--- src/rtl/imem_fetch_sequencer.sv ---
// -----------------------------------------------------------------------------
// imem_fetch_sequencer
//
// Owns the fetch PC and the single port of the instruction memory (combinational
// read, synchronous write). Sequences IF-stage fetch through four states:
// IDLE (core held), RUN (fetching), LOAD (program loader owns the port) and
// FAULT (fetch PC left the legal window or was misaligned; only reset exits).
//
// Legal window: [RESET_PC, RESET_PC + 4*DEPTH_WORDS), word aligned.
//
// Ports:
//   i_clk              rising-edge clock
//   i_reset            synchronous, active-high reset
//   i_start            pulse, IDLE -> RUN
//   i_stall            hold PC (IF/ID hazard)
//   i_redirect_valid   branch/jump taken, overrides stall
//   i_redirect_pc      redirect target
//   i_ld_req           loader requests port ownership (level)
//   i_ld_valid         loader write beat valid
//   i_ld_addr          loader write byte address
//   i_ld_data          loader write data
//   o_ld_ready         loader beat accepted this cycle
//   o_ld_err           one-cycle pulse after a dropped (bad address) beat
//   o_imem_addr        byte address to memory
//   o_imem_we          memory write enable
//   o_imem_wdata       memory write data
//   o_pc_out           PC of the instruction on the memory read data
//   o_inst_valid       memory read data is a valid fetched instruction
//   o_fault            sticky fetch fault
//   o_fetch_count      instructions issued since reset (wraps mod 2^32)
// -----------------------------------------------------------------------------
module imem_fetch_sequencer #(
    parameter logic [31:0] RESET_PC    = 32'h0000_3000,
    parameter int unsigned DEPTH_WORDS = 2048
) (
    input  logic        i_clk,
    input  logic        i_reset,
    input  logic        i_start,
    input  logic        i_stall,
    input  logic        i_redirect_valid,
    input  logic [31:0] i_redirect_pc,
    input  logic        i_ld_req,
    input  logic        i_ld_valid,
    input  logic [31:0] i_ld_addr,
    input  logic [31:0] i_ld_data,
    output logic        o_ld_ready,
    output logic        o_ld_err,
    output logic [31:0] o_imem_addr,
    output logic        o_imem_we,
    output logic [31:0] o_imem_wdata,
    output logic [31:0] o_pc_out,
    output logic        o_inst_valid,
    output logic        o_fault,
    output logic [31:0] o_fetch_count
);

    localparam logic [31:0] WINDOW_BYTES = 32'(4 * DEPTH_WORDS);

    localparam logic [1:0] ST_IDLE  = 2'd0;
    localparam logic [1:0] ST_RUN   = 2'd1;
    localparam logic [1:0] ST_LOAD  = 2'd2;
    localparam logic [1:0] ST_FAULT = 2'd3;

    // -------------------------------------------------------------------------
    // State
    // -------------------------------------------------------------------------
    logic [1:0]  r_state;
    logic [31:0] r_pc;
    logic [31:0] r_fetch_count;
    logic        r_ld_err;

    logic [1:0]  w_state_next;
    logic [31:0] w_pc_next;
    logic [31:0] w_fetch_count_next;
    logic        w_ld_err_next;

    // -------------------------------------------------------------------------
    // Address checks
    // -------------------------------------------------------------------------
    logic [31:0] w_pc_seq;
    logic [31:0] w_pc_offset;
    logic        w_pc_seq_ok;
    logic [31:0] w_ld_offset;
    logic        w_ld_addr_ok;
    logic        w_in_load;
    logic        w_in_run;
    logic        w_in_fault;

    assign w_in_load  = (r_state == ST_LOAD);
    assign w_in_run   = (r_state == ST_RUN);
    assign w_in_fault = (r_state == ST_FAULT);

    // Candidate PC for the next RUN cycle: redirect beats stall beats increment.
    always_comb begin
        if (i_redirect_valid) begin
            w_pc_seq = i_redirect_pc;
        end else if (i_stall) begin
            w_pc_seq = r_pc;
        end else begin
            w_pc_seq = r_pc + 32'd4;
        end
    end

    // Unsigned subtract: addresses below RESET_PC wrap high and fail the compare,
    // and PC+4 wrapping past 0xFFFF_FFFC lands at 0 which also fails.
    assign w_pc_offset  = w_pc_seq - RESET_PC;
    assign w_pc_seq_ok  = (w_pc_offset < WINDOW_BYTES) && (w_pc_seq[1:0] == 2'b00);

    assign w_ld_offset  = i_ld_addr - RESET_PC;
    assign w_ld_addr_ok = (w_ld_offset < WINDOW_BYTES) && (i_ld_addr[1:0] == 2'b00);

    // -------------------------------------------------------------------------
    // Next-state logic
    // -------------------------------------------------------------------------
    always_comb begin
        w_state_next       = r_state;
        w_pc_next          = r_pc;
        w_fetch_count_next = r_fetch_count;
        w_ld_err_next      = 1'b0;

        case (r_state)
            ST_IDLE: begin
                if (i_ld_req) begin
                    w_state_next = ST_LOAD;
                end else if (i_start) begin
                    w_state_next = ST_RUN;
                end
            end

            ST_RUN: begin
                w_pc_next = w_pc_seq;
                // A redirect issues a fetch even when stall is also raised.
                if (i_redirect_valid || !i_stall) begin
                    w_fetch_count_next = r_fetch_count + 32'd1;
                end
                // Loader takes precedence: the LOAD exit restarts at RESET_PC, so
                // whatever lands in r_pc here is discarded.
                if (i_ld_req) begin
                    w_state_next = ST_LOAD;
                end else if (!w_pc_seq_ok) begin
                    w_state_next = ST_FAULT;
                end
            end

            ST_LOAD: begin
                // Bad beats are consumed but flagged one cycle later.
                w_ld_err_next = i_ld_valid && !w_ld_addr_ok;
                if (!i_ld_req) begin
                    w_state_next = ST_IDLE;
                    w_pc_next    = RESET_PC;
                end
            end

            ST_FAULT: begin
                // Sticky until reset; everything else is ignored.
                w_state_next = ST_FAULT;
            end

            default: begin
                w_state_next = ST_IDLE;
                w_pc_next    = RESET_PC;
            end
        endcase
    end

    always_ff @(posedge i_clk) begin
        if (i_reset) begin
            r_state       <= ST_IDLE;
            r_pc          <= RESET_PC;
            r_fetch_count <= 32'd0;
            r_ld_err      <= 1'b0;
        end else begin
            r_state       <= w_state_next;
            r_pc          <= w_pc_next;
            r_fetch_count <= w_fetch_count_next;
            r_ld_err      <= w_ld_err_next;
        end
    end

    // -------------------------------------------------------------------------
    // Outputs
    // -------------------------------------------------------------------------
    // Control outputs are gated by reset so a beat in flight when reset is
    // asserted never reaches the memory.
    always_comb begin
        o_imem_addr  = w_in_load ? i_ld_addr : r_pc;
        o_imem_wdata = i_ld_data;
        o_inst_valid = 1'b0;
        o_ld_ready   = 1'b0;
        o_imem_we    = 1'b0;
        if (!i_reset) begin
            o_inst_valid = w_in_run;
            o_ld_ready   = w_in_load;
            o_imem_we    = w_in_load && i_ld_valid && w_ld_addr_ok;
        end
    end

    assign o_pc_out      = r_pc;
    assign o_fault       = w_in_fault && !i_reset;
    assign o_ld_err      = r_ld_err && !i_reset;
    assign o_fetch_count = r_fetch_count;

endmodule

--- config.mk ---
export PLATFORM = sky130hd
export DESIGN_NAME = imem_fetch_sequencer
export DESIGN_NICKNAME = d
export VERILOG_FILES = /design/src/rtl/imem_fetch_sequencer.sv
export SDC_FILE = /design/constraint.sdc
export NUM_CORES = 1
export LEC_CHECK = 0
export ABC_AREA = 1
export BUFFER_PORTS_ARGS = -buffer_cell sky130_fd_sc_hd__buf_2
export CAP_MARGIN = 10
export CORE_UTILIZATION = 43
export DETAILED_ROUTE_END_ITERATION = 16
export GPL_TIMING_DRIVEN = 1
export HOLD_SLACK_MARGIN = 0.08
export PLACE_DENSITY = 0.76
export SLEW_MARGIN = 10
export SYNTH_ARGS = -nofsm -noshare
export SYNTH_HDL_FRONTEND = slang
export SYNTH_SLANG_ARGS = --single-unit
--- constraint.sdc ---
create_clock -name i_clk -period 2.9 [get_ports i_clk]
set_clock_uncertainty 0.05 [all_clocks]
set_input_delay 0.29 -clock i_clk [delete_from_list [all_inputs] [get_ports i_clk]]
set_output_delay 0.29 -clock i_clk [all_outputs]
set_load 0.01 [all_outputs]
# Yosys cells after proc, flatten, opt, wreduce, memory -nomap -nowiden
# Index checks and enable logic that the tools add are counted.
dict set report word_totals {
  n_memories 0
  mem_bits_ro 0
  in_bits 103
  ff_bits 67
  latch_bits 0
  out_inout_bits 133
  ramBits 0
  word_cells 50
}
dict set report op_classes {
  addsub 4
  reduce_logical 19
  n_mul 0
  div_mod_pow 0
  muxes 14
  eq_ne 6
  n_bitwise 1
  magnitude_cmp 2
  shifts 0
}
# cell n
set ops {}
lappend ops {{$mux 32} 4}
lappend ops {{$lt 32x14->1 const B} 2}
lappend ops {{$pmux 32 s2} 1}
lappend ops {{$sub 32x14->32 const B} 2}
lappend ops {{$add 32x1->32 const B} 1}
lappend ops {{$add 32x3->32 const B} 1}
lappend ops {{$mux 2} 5}
lappend ops {{$pmux 2 s4} 1}
lappend ops {{$logic_and 1x1->1} 7}
lappend ops {{$logic_not 2->1} 3}
lappend ops {{$ne 3x3->1 const B} 2}
lappend ops {{$eq 2x2->1 const B} 2}
lappend ops {{$reduce_and 2->1} 2}
lappend ops {{$logic_not 1->1} 3}
lappend ops {{$mux 1} 3}
lappend ops {{$reduce_and 3->1} 1}
lappend ops {{$eq 2x1->1 const B} 1}
lappend ops {{$ne 2x2->1 const B} 1}
lappend ops {{$reduce_bool 2->1} 1}
lappend ops {{$reduce_or 2->1} 1}
lappend ops {{$logic_or 1x1->1} 1}
lappend ops {{$not 1->1} 1}

# Depth between registers and ports, before layout
dict set report logic_depth {
  depth_word 9
  ltp_mapped 26
}

# Least setup slack after synthesis
# OpenSTA, ideal clock, no wires.
dict set report synth_path {
  path_type {flip-flop to flip-flop}
  start {reg r_pc[3] (netlist: o_pc_out[3])}
  end {reg with a tool-made name}
  slack_ns 0.027
  setup_time_ns 0.109
  stages_incl_launch_ff 24
  arrival_ns 2.714
  required_ns 2.741
  path_cell_list {dfxtp_1 -> ha_1 -> nand3_1 -> nor2_4 -> nand2_1 -> nand2_1 -> nand3_1 -> o21ai_0 -> inv_1 -> ha_1 -> nor3_1 -> nand3_1 -> nor2_1 -> nand3_1 -> nor2_1 -> nand3_1 -> nor2_1 -> nand2_1 -> nor2_2 -> nand2_2 -> nand3_1 -> nand2_1 -> inv_2 -> nor2_2}
}
# element line_no
set synth_rtl {}
lappend synth_rtl {{from (decl)} 68} ;# logic [31:0] r_pc;
lappend synth_rtl {{from (signal assigned)} 174} ;# r_pc <= w_pc_next;

# Final worst setup path
dict set report layout_path {
  start {reg r_state[1]}
  end {reg r_fetch_count[26] (netlist: o_fetch_count[26])}
}
dict set report layout_via {
  elab_chain_cells 2
}
# element line_no
set layout_lines {}
lappend layout_lines {{from (decl)} 67} ;# logic [1:0] r_state;
lappend layout_lines {{from (signal assigned)} 173} ;# r_state <= w_state_next;
lappend layout_lines {{$eq 2x1->1} 121} ;# case (r_state)
lappend layout_lines {{$reduce_and 2->1 (no source line)} -}
lappend layout_lines {{to (signal assigned)} 175} ;# r_fetch_count <= w_fetch_count_next;
lappend layout_lines {{to (decl)} 69} ;# logic [31:0] r_fetch_count;
# No other way between the ends.
# A chain may end at the register's enable or synchronous reset.

==> summary.txt <==
Yosys
  – Cell area after synthesis: 0.005688 mm²
  – Post-synthesis cell type count: between 40 and 50
  – Synth Instances: between 900 and 1000
  – Post-synthesis sequential area ratio: 0.2358
  – Mapped Nets: approximately 1100
  – YS warnings: 0
  – EDFF count, synth: 0
  – Post-synth ARST share: 0
  – Synth Register Bits: 67
  – Main synth FF type: dfxtp_1
  – Syn Area/Cell: about 5.9 µm²

Setup path
  – Setup CP Type: register to register
  – Startpoint types: register
  – Critical path required time: 3080 ps
  – CP arrival: 3040 ps
  – Worst Path Max Fanout: 5
  – Element type at the critical path end: register

STA
  – Relative slew slack: 0.5619
  – Max-slew violation count: 0
  – Worst slew pin tran: ~650 ps
  – Final hold violations: 0
  – Crit share post-route: 0.9840
  – RSZ-0062 raised after global routing: true
  – Setup Viol. Count Final: 0
  – Max Fclk: between 0.3 and 0.4 GHz
  – Fin crit period: around 2900 ps
  – Final worst slack: ~46 ps

Clocking
  – # hold bufs at CTS: 0
  – Latest clock arrival within the worst-skew pair: between 300 and 400 ps
  – Clock Path Buffers: 2
  – Cts bufs inserted: 9
  – Clk slew on worst S/H paths: roughly 60 ps
  – CTS tree: done
  – Clock root buffer: clkbuf_16
  – Clock Sinks: 67
  – H-tree depth: 3

Floorplanning
  – Cell Rows: about 40
  – Effective utilization at floorplan: 0.4453
  – Core area: around 0.013 mm²
  – I/O pin count: 236
  – Die width: about 120 µm
  – Die ar.: ~0.014 mm²
  – Die H: between 100 and 150 µm

Cells and area
  – Most frequent cells in the layout: nand2_1, buf_2, inv_1
  – Most common cell after layout, fill and taps aside: nand2_1
  – Final-stage net count: between 1000 and 1500
  – Syn-to-layout area delta: 28.22%
  – Proportion of layout cells with a drive suffix above 1: 0.3020
  – Final core utilization: 0.5710
  – Ant. Diodes: 0

Hold path
  – Hold/Removal Path Class: input pin to register

GRT
  – Total track usage: 0.2732
  – Largest net degree at the start of global routing: 63
  – Vias in the first global route: roughly 6000
  – Initial antenna violation count: 0
  – GRT overflow: 0
  – First-pass GRT wire length: approximately 29 mm

Route
  – Initial DRC Count: around 460
  – DR vias: 6881
  – Wire length per cell: 14.75 µm
  – Total wire length: just under 20 mm
  – Routed Antenna Nets: 0
  – Drt first pass iters: 5
  – Vias/cell: 5.209
  – Drc violations: 0

Power and ir drop
  – Peak supply drop: just under 0.0003 V
  – Pleak: between 3 and 4 nW
  – PwrDens: approximately 440 mW/mm²

Place
  – Count of input and output buffers: roughly 170
  – DP HPWL: approximately 15 mm
  – Pre-CTS setup slack: -20.66 ps
  – GPL Wtd Cong: 0.9766

Status
  – Outcome: finished clean

Job
  – Max-cap violations: 0
layer usage:
layer  track usage  share of wire
met1        0.3272           0.41
met2        0.4690           0.47
met3       0.06488          0.094
met4        0.1131          0.024
met5             0              0
logic make-up (layout without fill, tap and decap cells):
family | count (synthesis) | in the layout | share of synthesized area
simple gates | 563 | 563 | 0.4540
buf+inv | 177 | 360 | 0.1412
compound gates | 142 | 142 | 0.1368
flops | 67 | 67 | 0.2358
fa+ha+maj | 9 | 9 | 0.01980
xor+xnor | 8 | 8 | 0.01232
power by group:
| group | switching [W] | total [W] | internal [W] | leakage [nW] |
|---|---|---|---|---|
| registers | 0.0000754 | 0.00105 | 0.000979 | 0.545 |
| clock network | 0.000429 | 0.00108 | 0.000654 | 0.137 |
| logic | 0.000683 | 0.00106 | 0.000382 | 2.88 |
| total | 0.00119 | 0.00320 | 0.00201 | 3.57 |
path summary, 6_finish.rpt:
path                                          to                      startpoint  depth (start not counted)  slack (ps)
hold reg to reg   o_fetch_count[31]$_SDFFE_PP0P_  o_fetch_count[31]$_SDFFE_PP0P_                          1         410
setup reg to reg  o_fetch_count[26]$_SDFFE_PP0P_         r_state[1]$_SDFFE_PP0P_                         17          50
setup / recovery  o_fetch_count[26]$_SDFFE_PP0P_         r_state[1]$_SDFFE_PP0P_                         17          50
hold / removal               r_ld_err$_SDFF_PN0_                      i_ld_valid                          3         170
final cells by class:
type	instances	area, µm²
clock buffers	9	225.2
clock inverters	5	56.30
fillers	1270	5480
inverters	120	455.4
multi-input cells	722	3711
flip-flops and latches	67	1358
well taps	172	215.2
repair buffers	226	1272
metrics by stage:
| stage | hold slack, ps | cells | instance area, µm² | setup TNS, ps | total power (W) |
|---|---|---|---|---|---|
| 2_1_floorplan | 392.0 | 966 | 5688 | 0 | 0.001693 |
| 3_3_place_gp | 390.0 | 1289 | 6689 | -49.15 | 0.002064 |
| 3_5_place_dp | 399.4 | 1289 | 6689 | -20.66 | 0.002070 |
| 4_1_cts | 144.2 | 1303 | 6977 | 0 | 0.003151 |
| 5_1_grt | 178.3 | 1321 | 7293 | -656.5 | 0.003367 |
| 6_report | 168.9 | 1321 | 7293 | 0 | 0.003202 |
flip-flops by register name, summed over array words and instances, names as in the netlist, named ones only:
name	flops
o_fetch_count	32
o_pc_out	32
r_ld_err	1
r_state	1
what timing repair did:
action                                  CTS  global route
endpoints found under the setup margin    1             9
setup buffers                             0            18
pin swaps                                 0            29
cloned                                    0             0
resized for setup                         1            59
Yosys cell counts, drive strengths merged, types with 9 or more instances:
library cell | number | area share
dfxtp | 67 | 0.24
nor4 | 10 | 0.014
nor3 | 20 | 0.020
ha | 9 | 0.020
buf | 41 | 0.051
or2 | 14 | 0.015
nor2 | 106 | 0.090
o21ai | 63 | 0.055
nand3 | 81 | 0.076
a21oi | 59 | 0.054
nand4 | 20 | 0.025
clkbuf | 16 | 0.011
nand2 | 310 | 0.21
inv | 116 | 0.077
critical path: stages, from the launching register on:
cell and delay [ps]:
dfxtp_4 360, inv_4 60, ha_4 110, inv_2 40, a21oi_4 180, nand2_4 90, nor2_4 120, nand3_2 110
nor2_4 180, nand2_4 80, nor4_4 280, nand3_2 170, nor3_4 310, nand3_2 160, nor2_4 150, nand3_2 90
o21ai_2 150, a21oi_1 50
(Power assumes the default switching activity.)
